==> config.mk <==
export PLATFORM = sky130hd
export DESIGN_NAME = peak_bin_finder_flat
export DESIGN_NICKNAME = d
export VERILOG_FILES = /design/src/rtl/fft_pkg.sv /design/src/rtl/peak_bin_finder_if.sv /design/src/rtl/cmag_sq.sv /design/src/rtl/peak_bin_finder.sv /design/src/flat_wrapper.sv
export SDC_FILE = /design/constraint.sdc
export NUM_CORES = 1
export LEC_CHECK = 0
export CAP_MARGIN = 40
export CORE_MARGIN = 2
export CORE_UTILIZATION = 58
export DETAILED_ROUTE_END_ITERATION = 6
export GPL_TIMING_DRIVEN = 1
export HOLD_SLACK_MARGIN = 0.08
export PLACE_DENSITY_LB_ADDON = 0.08
export SETUP_SLACK_MARGIN = 0.2
export SLEW_MARGIN = 0
export SYNTH_ARGS = -nofsm -noshare
export SYNTH_HDL_FRONTEND = slang
export SYNTH_SLANG_ARGS = --single-unit
==> constraint.sdc <==
create_clock -name clk -period 5.9 [get_ports clk]
set_input_delay 0.59 -clock clk [delete_from_list [all_inputs] [get_ports clk]]
set_output_delay 0.59 -clock clk [all_outputs]
set_load 0.01 [all_outputs]
==> src/rtl/fft_pkg.sv <==
// Shared FFT-domain types: complex bin word layout, power type and the
// peak-finder state encoding.
package fft_pkg;

    localparam int BIN_W    = 10;
    localparam int SAMPLE_W = 14;
    localparam int PWR_W    = 2 * SAMPLE_W;

    // Matches the 28-bit FFT RAM word: real part in the upper half.
    typedef struct packed {
        logic signed [SAMPLE_W-1:0] re;
        logic signed [SAMPLE_W-1:0] im;
    } cbin_t;

    // re^2 + im^2 fits in 28 bits unsigned (max 2^27).
    typedef logic [PWR_W-1:0] pwr_t;

    typedef enum logic [1:0] {
        ST_IDLE,
        ST_SCAN,
        ST_DRAIN,
        ST_COMPLETE
    } state_t;

endpackage

==> src/rtl/peak_bin_finder_if.sv <==
// Bus between the FFT RAM / downstream stage and the peak-bin finder.
// master: upstream/downstream side; slave: the peak-bin finder itself.
interface peak_bin_finder_if #(
    parameter int BIN_W = 10
) ();
    import fft_pkg::*;

    logic             fftdone;
    logic [27:0]      ramq1;
    logic [BIN_W-1:0] rdaddr1;
    logic [BIN_W-1:0] maxbin;
    pwr_t             maxpwr;
    logic             detectdone;
    logic             miss;
    logic             busy;

    modport master (
        output fftdone,
        output ramq1,
        input  rdaddr1,
        input  maxbin,
        input  maxpwr,
        input  detectdone,
        input  miss,
        input  busy
    );

    modport slave (
        input  fftdone,
        input  ramq1,
        output rdaddr1,
        output maxbin,
        output maxpwr,
        output detectdone,
        output miss,
        output busy
    );

endinterface

==> src/rtl/cmag_sq.sv <==
// Registered magnitude-squared of one complex FFT bin, one cycle of latency.
// A valid bit and an opaque tag travel with the data so callers can keep
// bin indices aligned with the power value.
module cmag_sq
    import fft_pkg::*;
#(
    parameter int TAG_W = 10
) (
    input  logic             clk,
    input  logic             reset,
    input  logic             i_vld,
    input  logic [TAG_W-1:0] i_tag,
    input  cbin_t            i_cbin,
    output logic             o_vld,
    output logic [TAG_W-1:0] o_tag,
    output pwr_t             o_pwr
);

    // Sign-extend before squaring so the full product width is computed.
    logic signed [PWR_W-1:0] w_re_ext;
    logic signed [PWR_W-1:0] w_im_ext;
    logic signed [PWR_W-1:0] w_re_sq;
    logic signed [PWR_W-1:0] w_im_sq;

    pwr_t             r_re_sq;
    pwr_t             r_im_sq;
    logic             r_vld;
    logic [TAG_W-1:0] r_tag;

    assign w_re_ext = PWR_W'(i_cbin.re);
    assign w_im_ext = PWR_W'(i_cbin.im);
    assign w_re_sq  = w_re_ext * w_re_ext;
    assign w_im_sq  = w_im_ext * w_im_ext;

    // Register both squares together with the valid bit and tag.
    always_ff @(posedge clk) begin
        if (reset) begin
            r_re_sq <= '0;
            r_im_sq <= '0;
            r_vld   <= 1'b0;
            r_tag   <= '0;
        end else begin
            r_re_sq <= pwr_t'(w_re_sq);
            r_im_sq <= pwr_t'(w_im_sq);
            r_vld   <= i_vld;
            r_tag   <= i_tag;
        end
    end

    // Each square is at most 2^26, so the 28-bit sum cannot overflow.
    assign o_pwr = r_re_sq + r_im_sq;
    assign o_vld = r_vld;
    assign o_tag = r_tag;

endmodule

==> src/rtl/peak_bin_finder.sv <==
// Scans FFT RAM 1 over [BIN_LO, BIN_HI] after each fftdone, finds the bin
// with maximum |X|^2 (lowest bin wins ties) and then parks rdaddr1 on that
// bin for the downstream stage. RD_LAT must be 1 or 2 and BIN_LO <= BIN_HI.
module peak_bin_finder #(
    parameter int          BIN_W   = 10,
    parameter int          BIN_LO  = 1,
    parameter int          BIN_HI  = 511,
    parameter int          RD_LAT  = 1,
    parameter int unsigned PWR_MIN = 0
) (
    input logic              clk,
    input logic              reset,
    peak_bin_finder_if.slave bus
);
    import fft_pkg::*;

    // Cycles spent in DRAIN so the last bin's compare lands before the exit
    // decision; gives detectdone/miss at N+RD_LAT+2 cycles after fftdone.
    localparam logic [1:0] DRAIN_LAST = 2'(RD_LAT + 1);

    state_t           r_state;
    logic [BIN_W-1:0] r_rdaddr1;
    logic [BIN_W-1:0] r_maxbin;
    pwr_t             r_maxpwr;
    logic             r_detectdone;
    logic             r_miss;
    logic             r_busy;
    logic [1:0]       r_drain_cnt;

    // Running maximum, kept apart from the outputs so partial results
    // never become visible.
    logic [BIN_W-1:0] r_run_bin;
    pwr_t             r_run_pwr;
    logic             r_run_loaded;

    // Valid/bin tags following the RAM read latency.
    logic             r_dly_vld [RD_LAT];
    logic [BIN_W-1:0] r_dly_bin [RD_LAT];

    logic             w_start;
    logic             w_issue_vld;
    logic             w_pass;
    logic             w_mag_vld;
    logic [BIN_W-1:0] w_mag_bin;
    pwr_t             w_mag_pwr;

    // fftdone is honoured only when no scan is in progress.
    assign w_start     = bus.fftdone && (r_state == ST_IDLE || r_state == ST_COMPLETE);
    // The address on rdaddr1 is a real bin read exactly while in SCAN.
    assign w_issue_vld = (r_state == ST_SCAN);

    // A zero threshold always passes; skip the comparison entirely.
    if (PWR_MIN == 0) begin : g_no_min
        assign w_pass = 1'b1;
    end else begin : g_min
        assign w_pass = (r_run_pwr >= pwr_t'(PWR_MIN));
    end

    // Delay the issue-valid and bin index to line up with ramq1.
    always_ff @(posedge clk) begin
        if (reset) begin
            for (int i = 0; i < RD_LAT; i++) begin
                r_dly_vld[i] <= 1'b0;
                r_dly_bin[i] <= '0;
            end
        end else begin
            r_dly_vld[0] <= w_issue_vld;
            r_dly_bin[0] <= r_rdaddr1;
            for (int i = 1; i < RD_LAT; i++) begin
                r_dly_vld[i] <= r_dly_vld[i-1];
                r_dly_bin[i] <= r_dly_bin[i-1];
            end
        end
    end

    cmag_sq #(
        .TAG_W (BIN_W)
    ) u_cmag_sq (
        .clk    (clk),
        .reset  (reset),
        .i_vld  (r_dly_vld[RD_LAT-1]),
        .i_tag  (r_dly_bin[RD_LAT-1]),
        .i_cbin (cbin_t'(bus.ramq1)),
        .o_vld  (w_mag_vld),
        .o_tag  (w_mag_bin),
        .o_pwr  (w_mag_pwr)
    );

    // Track the running max: first valid bin always loads, later bins
    // only on strictly greater power so the lowest bin wins ties.
    always_ff @(posedge clk) begin
        if (reset) begin
            r_run_bin    <= '0;
            r_run_pwr    <= '0;
            r_run_loaded <= 1'b0;
        end else if (w_start) begin
            r_run_bin    <= BIN_W'(BIN_LO);
            r_run_pwr    <= '0;
            r_run_loaded <= 1'b0;
        end else if (w_mag_vld && (!r_run_loaded || (w_mag_pwr > r_run_pwr))) begin
            r_run_bin    <= w_mag_bin;
            r_run_pwr    <= w_mag_pwr;
            r_run_loaded <= 1'b1;
        end
    end

    // Scan control FSM with registered address, result and pulse outputs.
    always_ff @(posedge clk) begin
        if (reset) begin
            r_state      <= ST_IDLE;
            r_rdaddr1    <= '0;
            r_maxbin     <= '0;
            r_maxpwr     <= '0;
            r_detectdone <= 1'b0;
            r_miss       <= 1'b0;
            r_busy       <= 1'b0;
            r_drain_cnt  <= '0;
        end else begin
            r_detectdone <= 1'b0;
            r_miss       <= 1'b0;
            case (r_state)
                ST_IDLE, ST_COMPLETE: begin
                    if (bus.fftdone) begin
                        r_state   <= ST_SCAN;
                        r_rdaddr1 <= BIN_W'(BIN_LO);
                        r_busy    <= 1'b1;
                    end
                end
                ST_SCAN: begin
                    // Last address stays on the bus; it is not re-issued
                    // because issue-valid drops with the state change.
                    if (r_rdaddr1 == BIN_W'(BIN_HI)) begin
                        r_state     <= ST_DRAIN;
                        r_drain_cnt <= '0;
                    end else begin
                        r_rdaddr1 <= r_rdaddr1 + 1'b1;
                    end
                end
                ST_DRAIN: begin
                    if (r_drain_cnt == DRAIN_LAST) begin
                        r_busy   <= 1'b0;
                        r_maxbin <= r_run_bin;
                        r_maxpwr <= r_run_pwr;
                        if (w_pass) begin
                            r_detectdone <= 1'b1;
                            r_rdaddr1    <= r_run_bin;
                            r_state      <= ST_COMPLETE;
                        end else begin
                            r_miss    <= 1'b1;
                            r_rdaddr1 <= '0;
                            r_state   <= ST_IDLE;
                        end
                    end else begin
                        r_drain_cnt <= r_drain_cnt + 1'b1;
                    end
                end
                default: begin
                    r_state <= ST_IDLE;
                end
            endcase
        end
    end

    assign bus.rdaddr1    = r_rdaddr1;
    assign bus.maxbin     = r_maxbin;
    assign bus.maxpwr     = r_maxpwr;
    assign bus.detectdone = r_detectdone;
    assign bus.miss       = r_miss;
    assign bus.busy       = r_busy;

endmodule

==> src/flat_wrapper.sv <==
// flat-port wrapper written by rule: the top's interface ports become plain ports
module peak_bin_finder_flat import fft_pkg::*;
#(
    parameter int          BIN_W   = 10,
    parameter int          BIN_LO  = 1,
    parameter int          BIN_HI  = 511,
    parameter int          RD_LAT  = 1,
    parameter int unsigned PWR_MIN = 0
)
  (clk, reset, bus_fftdone, bus_ramq1, bus_rdaddr1, bus_maxbin, bus_maxpwr, bus_detectdone, bus_miss, bus_busy);
  peak_bin_finder_if #(.BIN_W(BIN_W)) bus_i ();
  input logic clk;
  input logic reset;
  input wire logic [$bits(bus_i.fftdone)-1:0] bus_fftdone;
  input wire logic [$bits(bus_i.ramq1)-1:0] bus_ramq1;
  output wire logic [$bits(bus_i.rdaddr1)-1:0] bus_rdaddr1;
  output wire logic [$bits(bus_i.maxbin)-1:0] bus_maxbin;
  output wire logic [$bits(bus_i.maxpwr)-1:0] bus_maxpwr;
  output wire logic [$bits(bus_i.detectdone)-1:0] bus_detectdone;
  output wire logic [$bits(bus_i.miss)-1:0] bus_miss;
  output wire logic [$bits(bus_i.busy)-1:0] bus_busy;
  assign bus_i.fftdone = bus_fftdone;
  assign bus_i.ramq1 = bus_ramq1;
  assign bus_rdaddr1 = bus_i.rdaddr1;
  assign bus_maxbin = bus_i.maxbin;
  assign bus_maxpwr = bus_i.maxpwr;
  assign bus_detectdone = bus_i.detectdone;
  assign bus_miss = bus_i.miss;
  assign bus_busy = bus_i.busy;
  peak_bin_finder #(.BIN_W(BIN_W), .BIN_LO(BIN_LO), .BIN_HI(BIN_HI), .RD_LAT(RD_LAT), .PWR_MIN(PWR_MIN)) u_core (.clk(clk), .reset(reset), .bus(bus_i));
endmodule
## Yosys cells after proc, flatten, opt, wreduce, memory -nomap -nowiden

Memory sizes are Yosys's and may differ from the RTL's. A register that Yosys moved wholly into a read port is not among the register bits.
Index checks and enable logic that the tools add are counted.

- Register bits: 149
- RAM bits: 11
- Input bits: 31
- Memories kept: 2

- Reduce and logical (&&, ||, !) cells: 19
- $add $sub $neg: 3
- $mul: 2
- Order comparisons: 1
- Equal/unequal tests: 10
- Mux-type cells: 24
- Bitwise logic cells: 1

Memory list:

| name | words | width | read ports | clocked after memory_dff | write ports | line | RTL |
|---|---|---|---|---|---|---|---|
| u_core.r_dly_bin | 1 | 10 | 1 | 1 | 1 | peak_bin_finder.sv:38 | `logic [BIN_W-1:0] r_dly_bin [RD_LAT];` |
| u_core.r_dly_vld | 1 | 1 | 1 | 1 | 1 | peak_bin_finder.sv:37 | `logic r_dly_vld [RD_LAT];` |

Operators by type and width:

| kind | count |
|---|---|
| multiplier 14 x 14 -> 28 bit | 2 |
| 2-to-1 mux 10 bit | 4 |
| case mux 10 bit (3 select lines) | 1 |
| adder 28 bit | 1 |
| > comparator 28 bit | 1 |
| AND reduction 3 bit | 4 |
| 2-to-1 mux 1 bit | 11 |
| adder 10 x 1 -> 10 bit (second input constant) | 1 |
| == test 10 x 9 -> 1 bit (second input constant) | 1 |
| 2-to-1 mux 2 bit | 5 |
| OR reduction 10 bit | 1 |
| != test 2 bit (second input constant) | 4 |
| == test 2 bit (second input constant) | 3 |
| case mux 2 bit (3 select lines) | 1 |
| nonzero test 2 bit | 3 |
| OR reduction 2 bit | 3 |
| case mux 2 bit (2 select lines) | 1 |
| adder 2 x 1 -> 2 bit (second input constant) | 1 |
| == test 2 x 1 -> 1 bit (second input constant) | 1 |
| logical AND 1 bit | 2 |
| logical NOT 2 bit | 1 |
| logical OR 1 bit | 2 |
| != test 2 x 1 -> 1 bit (second input constant) | 1 |
| case mux 1 bit (2 select lines) | 1 |
| 4 further kinds | 4 |

## Logic depth before layout (Yosys ltp)

- Word-level depth: 6
- Mapped depth: 25
- Mapped depth without buffers: 23

## Cells and area by module

A second synthesis with hierarchy kept.

- Cell total of the unflattened synthesis: 2327
- Area, all modules: 20881.3 um2

Modules (own cells, without submodules):

| module | instances | area an instance (um2) | cells an instance |
|---|---|---|---|
| cmag_sq | 1 | 16154.2 | 1753 |
| peak_bin_finder | 1 | 4727.0 | 574 |

## Worst setup path before layout

OpenSTA, ideal clock, no wires.

- Kind: input -> register
- From: input port bus_ramq1[18]
- To: register u_core.u_cmag_sq.r_re_sq[26]
- Setup slack: -103 ps
- Path buffers: 1
- Arrival time: 5870 ps
- Stages on the path: 22
- Cells stage by stage: clkbuf_1 > nand2_1 > fa_1 > inv_1 > fa_1 > fa_1 > inv_1 > fa_1 > inv_1 > fa_1 > inv_1 > fa_1 > inv_1 > ha_1 > a211oi_1 > o211ai_2 > a311o_1 > nand4_1 > a31oi_1 > o2111ai_1 > a21o_1 > a21oi_1

- Longest elaborated chain between the ends: 1

RTL lines:

| element | line | RTL |
|---|---|---|
| from (decl) | flat_wrapper.sv:15 | `input wire logic [$bits(bus_i.ramq1)-1:0] bus_ramq1;` |
| multiplier 14 x 14 -> 28 bit | cmag_sq.sv:32 | `assign w_re_sq = w_re_ext * w_re_ext;` |
| to (signal assigned) | cmag_sq.sv:43 | `r_re_sq <= pwr_t'(w_re_sq);` |
| to (decl) | cmag_sq.sv:25 | `pwr_t r_re_sq;` |

Every way passes these cells.
A chain may end at the register's enable or synchronous reset.

## Worst setup path in the final report

- From: input port bus_ramq1[19]
- To: register u_core.u_cmag_sq.r_re_sq[23]

Same word-level chain as after synthesis.

==> flow_summary.json <==
{
  "finalSetupViolations": 0,
  "syn2layout_area_growth_pct": 21.9,
  "htree_levels": 4,
  "layout.cells.most_common_list": "inv_1 (501), fa_1 (344), buf_4 (281)",
  "slew_violations": 0,
  "drt-pass1-iter-count": 5,
  "synth_async_sr_flop_share_pct": 0,
  "maxSlewHeadroom_pct": 53.0,
  "cpPeakStageDelay_ps": 550,
  "track_usage_pct": 25.6,
  "post-route-period-util_pct": 94.7,
  "insertedDiodeCount": 0,
  "final_common_cell": "inv_1",
  "drc": 0,
  "ff2ff_path_depth": 18,
  "yosys-top-cells-area": "fa_1 (33%), dfxtp_1 (16%), ha_1 (11%)",
  "die_w_um": 194,
  "crit_fanout": 7,
  "worstMarginPinSlew_ps": 705,
  "antenna_found_initial": 0,
  "cp_slowest_cell": "fa_1",
  "nFillCells": 2736,
  "drive_above_1_share_pct": 19.3,
  "cts_tree": "yes",
  "cp.depth": 22,
  "die_h_um": 194,
  "drv_cap": 0,
  "drt-initial-drc-count": 588,
  "fin_nets": 3210,
  "netlist.area_leader.share_pct": 33.4,
  "vias": 16098,
  "crit_buf_inv": 6,
  "grt_pass1_wl_mm": 79.6,
  "yosys_warnings": 0,
  "place_congestion": 0.863,
  "worstPathCellList": "buf_4 -> buf_6 -> buf_4 -> nand2_2 -> fa_1 -> fa_1 -> inv_1 -> fa_1 -> fa_1 -> fa_1 -> inv_2 -> fa_1 -> inv_1 -> ha_2 -> a21o_1 -> a21o_1 -> a221o_1 -> o21ai_4 -> nand2_2 -> a31o_4 -> a211oi_2 -> nor4_1",
  "routed_wirelength_mm": 46.2,
  "critPathLaunchType": "input port",
  "ys_types": 72,
  "min_path_cells": 1,
  "max_freq_mhz": 179,
  "ant_nets": 0,
  "setup.worst_path.class": "input port to flop",
  "cts_sinks": 169,
  "dp.final_hpwl_mm": 38.3,
  "clk_path_buf_depth": 2,
  "dieArea_um2": 37500,
  "ctsHoldBuffers": 0,
  "grt_start_max_net_pins": 69,
  "insertion_delay_ps": 430,
  "arrival_ps": 5870,
  "overflow": 0,
  "hold_viol_final": 0,
  "status": "finished clean",
  "rsz0062_at_grt": "yes",
  "first_global_vias": 17283,
  "dp_cells": 3053,
  "synth-edff-count": 0,
  "detail_route.wl_per_cell_um": 14.8,
  "clk_pin_slew_ps": 70,
  "synth_seq_cells": 169,
  "post_drt_via_cell_ratio": 5.16,
  "start_util_pct": 58.8,
  "syn_area_um2": 20900,
  "core_um2": 35500,
  "syn-instance-count": 2316,
  "core.rowCount": 69,
  "syn_nets": 2882,
  "cpMostUsedCell": "fa_1",
  "cp.required_ps": 6180,
  "final-instance-count-excl-fill": 3118,
  "cp_top_family": "adder cells",
  "ys.flop_type": "dfxtp_1",
  "yosysSeqAreaShare_pct": 16.2,
  "cts_buffers": 17,
  "numPortBuffers": 80,
  "period_needed_ps": 5590,
  "io_pins": 82,
  "avgSynthCellArea_um2": 9.01,
  "root_buffer": "clkbuf_16",
  "cp-end-kind": "flop",
  "synth_area_leader_cell": "fa_1",
  "finClkSkew_ps": 9.96,
  "hold_path_class": "flop to flop"
}
## cells by family after synthesis
kind of cell	count (synthesis)	synth area share, %
simple gates	618	13.9
buf+inv	589	10.8
fa+ha+maj	535	44.6
compound gates	278	8.91
flops	169	16.2
xor+xnor	87	3.65
mux	39	1.90
other cells	1	0.0180
## synthesized netlist by cell type, types with 3 or more instances
master / instances
mux2_2: 4
o21bai_1: 5
a31o_2: 15
or3_1: 4
a211oi_2: 5
o21a_1: 6
nor2b_1: 43
a32oi_1: 5
nand2b_1: 11
and2_1: 73
a21o_1: 30
nor4_1: 3
o21ai_1: 7
o22ai_1: 3
buf_6: 4
buf_1: 5
dfxtp_1: 169
xnor2_1: 55
a31oi_1: 11
nand3b_1: 4
mux2i_1: 35
nand4_1: 8
or2_2: 4
o21ai_0: 42
a211oi_1: 20
a311o_1: 3
nor3b_1: 4
and3_1: 17
ha_1: 187
xor2_1: 32
fa_1: 348
nor2_1: 155
o31ai_1: 3
buf_4: 3
a21oi_1: 92
nand2_1: 227
o211ai_1: 4
nand3_1: 22
inv_1: 519
clkbuf_1: 58
a22oi_1: 4
nor3_1: 30
## final timing paths
kind | start | to | slack [ps]
min reg2reg | u_core.r_dly_bin[0][8] | u_core.u_cmag_sq.o_tag[8] | 440
max reg2reg | u_core.u_cmag_sq.r_im_sq[4] | u_core.r_run_bin[0] | 1320
min | u_core.r_dly_bin[0][8] | u_core.u_cmag_sq.o_tag[8] | 440
max | bus_ramq1[19] | u_core.u_cmag_sq.r_re_sq[23] | 310
## worst register-to-register path: stages (launching register included)
cell and delay (ps):
dfxtp_1 340, ha_1 320, o21ai_0 240, o21ai_1 170
nand4_1 160, nand3b_4 140, a31o_4 260, o211ai_4 250
mux2i_1 210, nor2_1 80, ha_1 300, nand3_1 110
nor3_1 370, mux2i_1 130, a31o_2 260, a21boi_4 450
buf_12 310, mux2i_1 270, a21oi_1 90
## through the flow
stage	area (um^2)	worst slack [ps]	util (%)	setup TNS [ps]	hold WS, ps
after floorplan	21000	201	-	0	414
after global placement	24100	-541	67.9	-10800	415
after detailed placement	24100	-632	67.9	-13440	428
after CTS	25000	200	70.6	0	445
after global routing	25400	84.8	71.7	0	457
final	25400	314	71.7	0	443
## repair_timing
action,CTS,global route
pin swaps,44,85
buffers inserted,17,13
cloned,2,1
setup endpoints to repair,23,23
resized for setup,100,146
## cell type report
type                       instances  area (um^2)  area share (%)
multi-input combinational       1558        15800            62.3
sequential                       169         3380            13.3
timing repair buffer             379         3060            12.1
inverter                         519         1950            7.69
tap                              461          577            2.27
clock buffer                      20          447            1.76
clock inverter                    12          164           0.645
## per-layer routing
metal	part of all wire [%]	up-vias	wire length (um)	global-route usage [%]
met1	43	7962	20000	33.1
met5	0	-	0	0
met4	1.7	0	807	5.74
li1	-	7803	-	-
met3	2.8	70	1310	2.68
met2	52	263	24100	46.5
## sequential cells by signal, summed over array words and instances, names as in the netlist
name	flops
u_core.bus.maxpwr	28
u_core.r_run_pwr	28
u_core.u_cmag_sq.r_im_sq	27
u_core.u_cmag_sq.r_re_sq	27
u_core.bus.maxbin	10
u_core.bus.rdaddr1	10
u_core.r_dly_bin	10
u_core.r_run_bin	10
u_core.u_cmag_sq.o_tag	10
u_core.r_drain_cnt	2
u_core.r_state	2
u_core.bus.busy	1
u_core.bus.detectdone	1
u_core.r_dly_vld	1
u_core.r_run_loaded	1
u_core.u_cmag_sq.o_vld	1
Power is not shown: default switching activity piles up to over one toggle a cycle in this logic, so the estimate is an artifact.
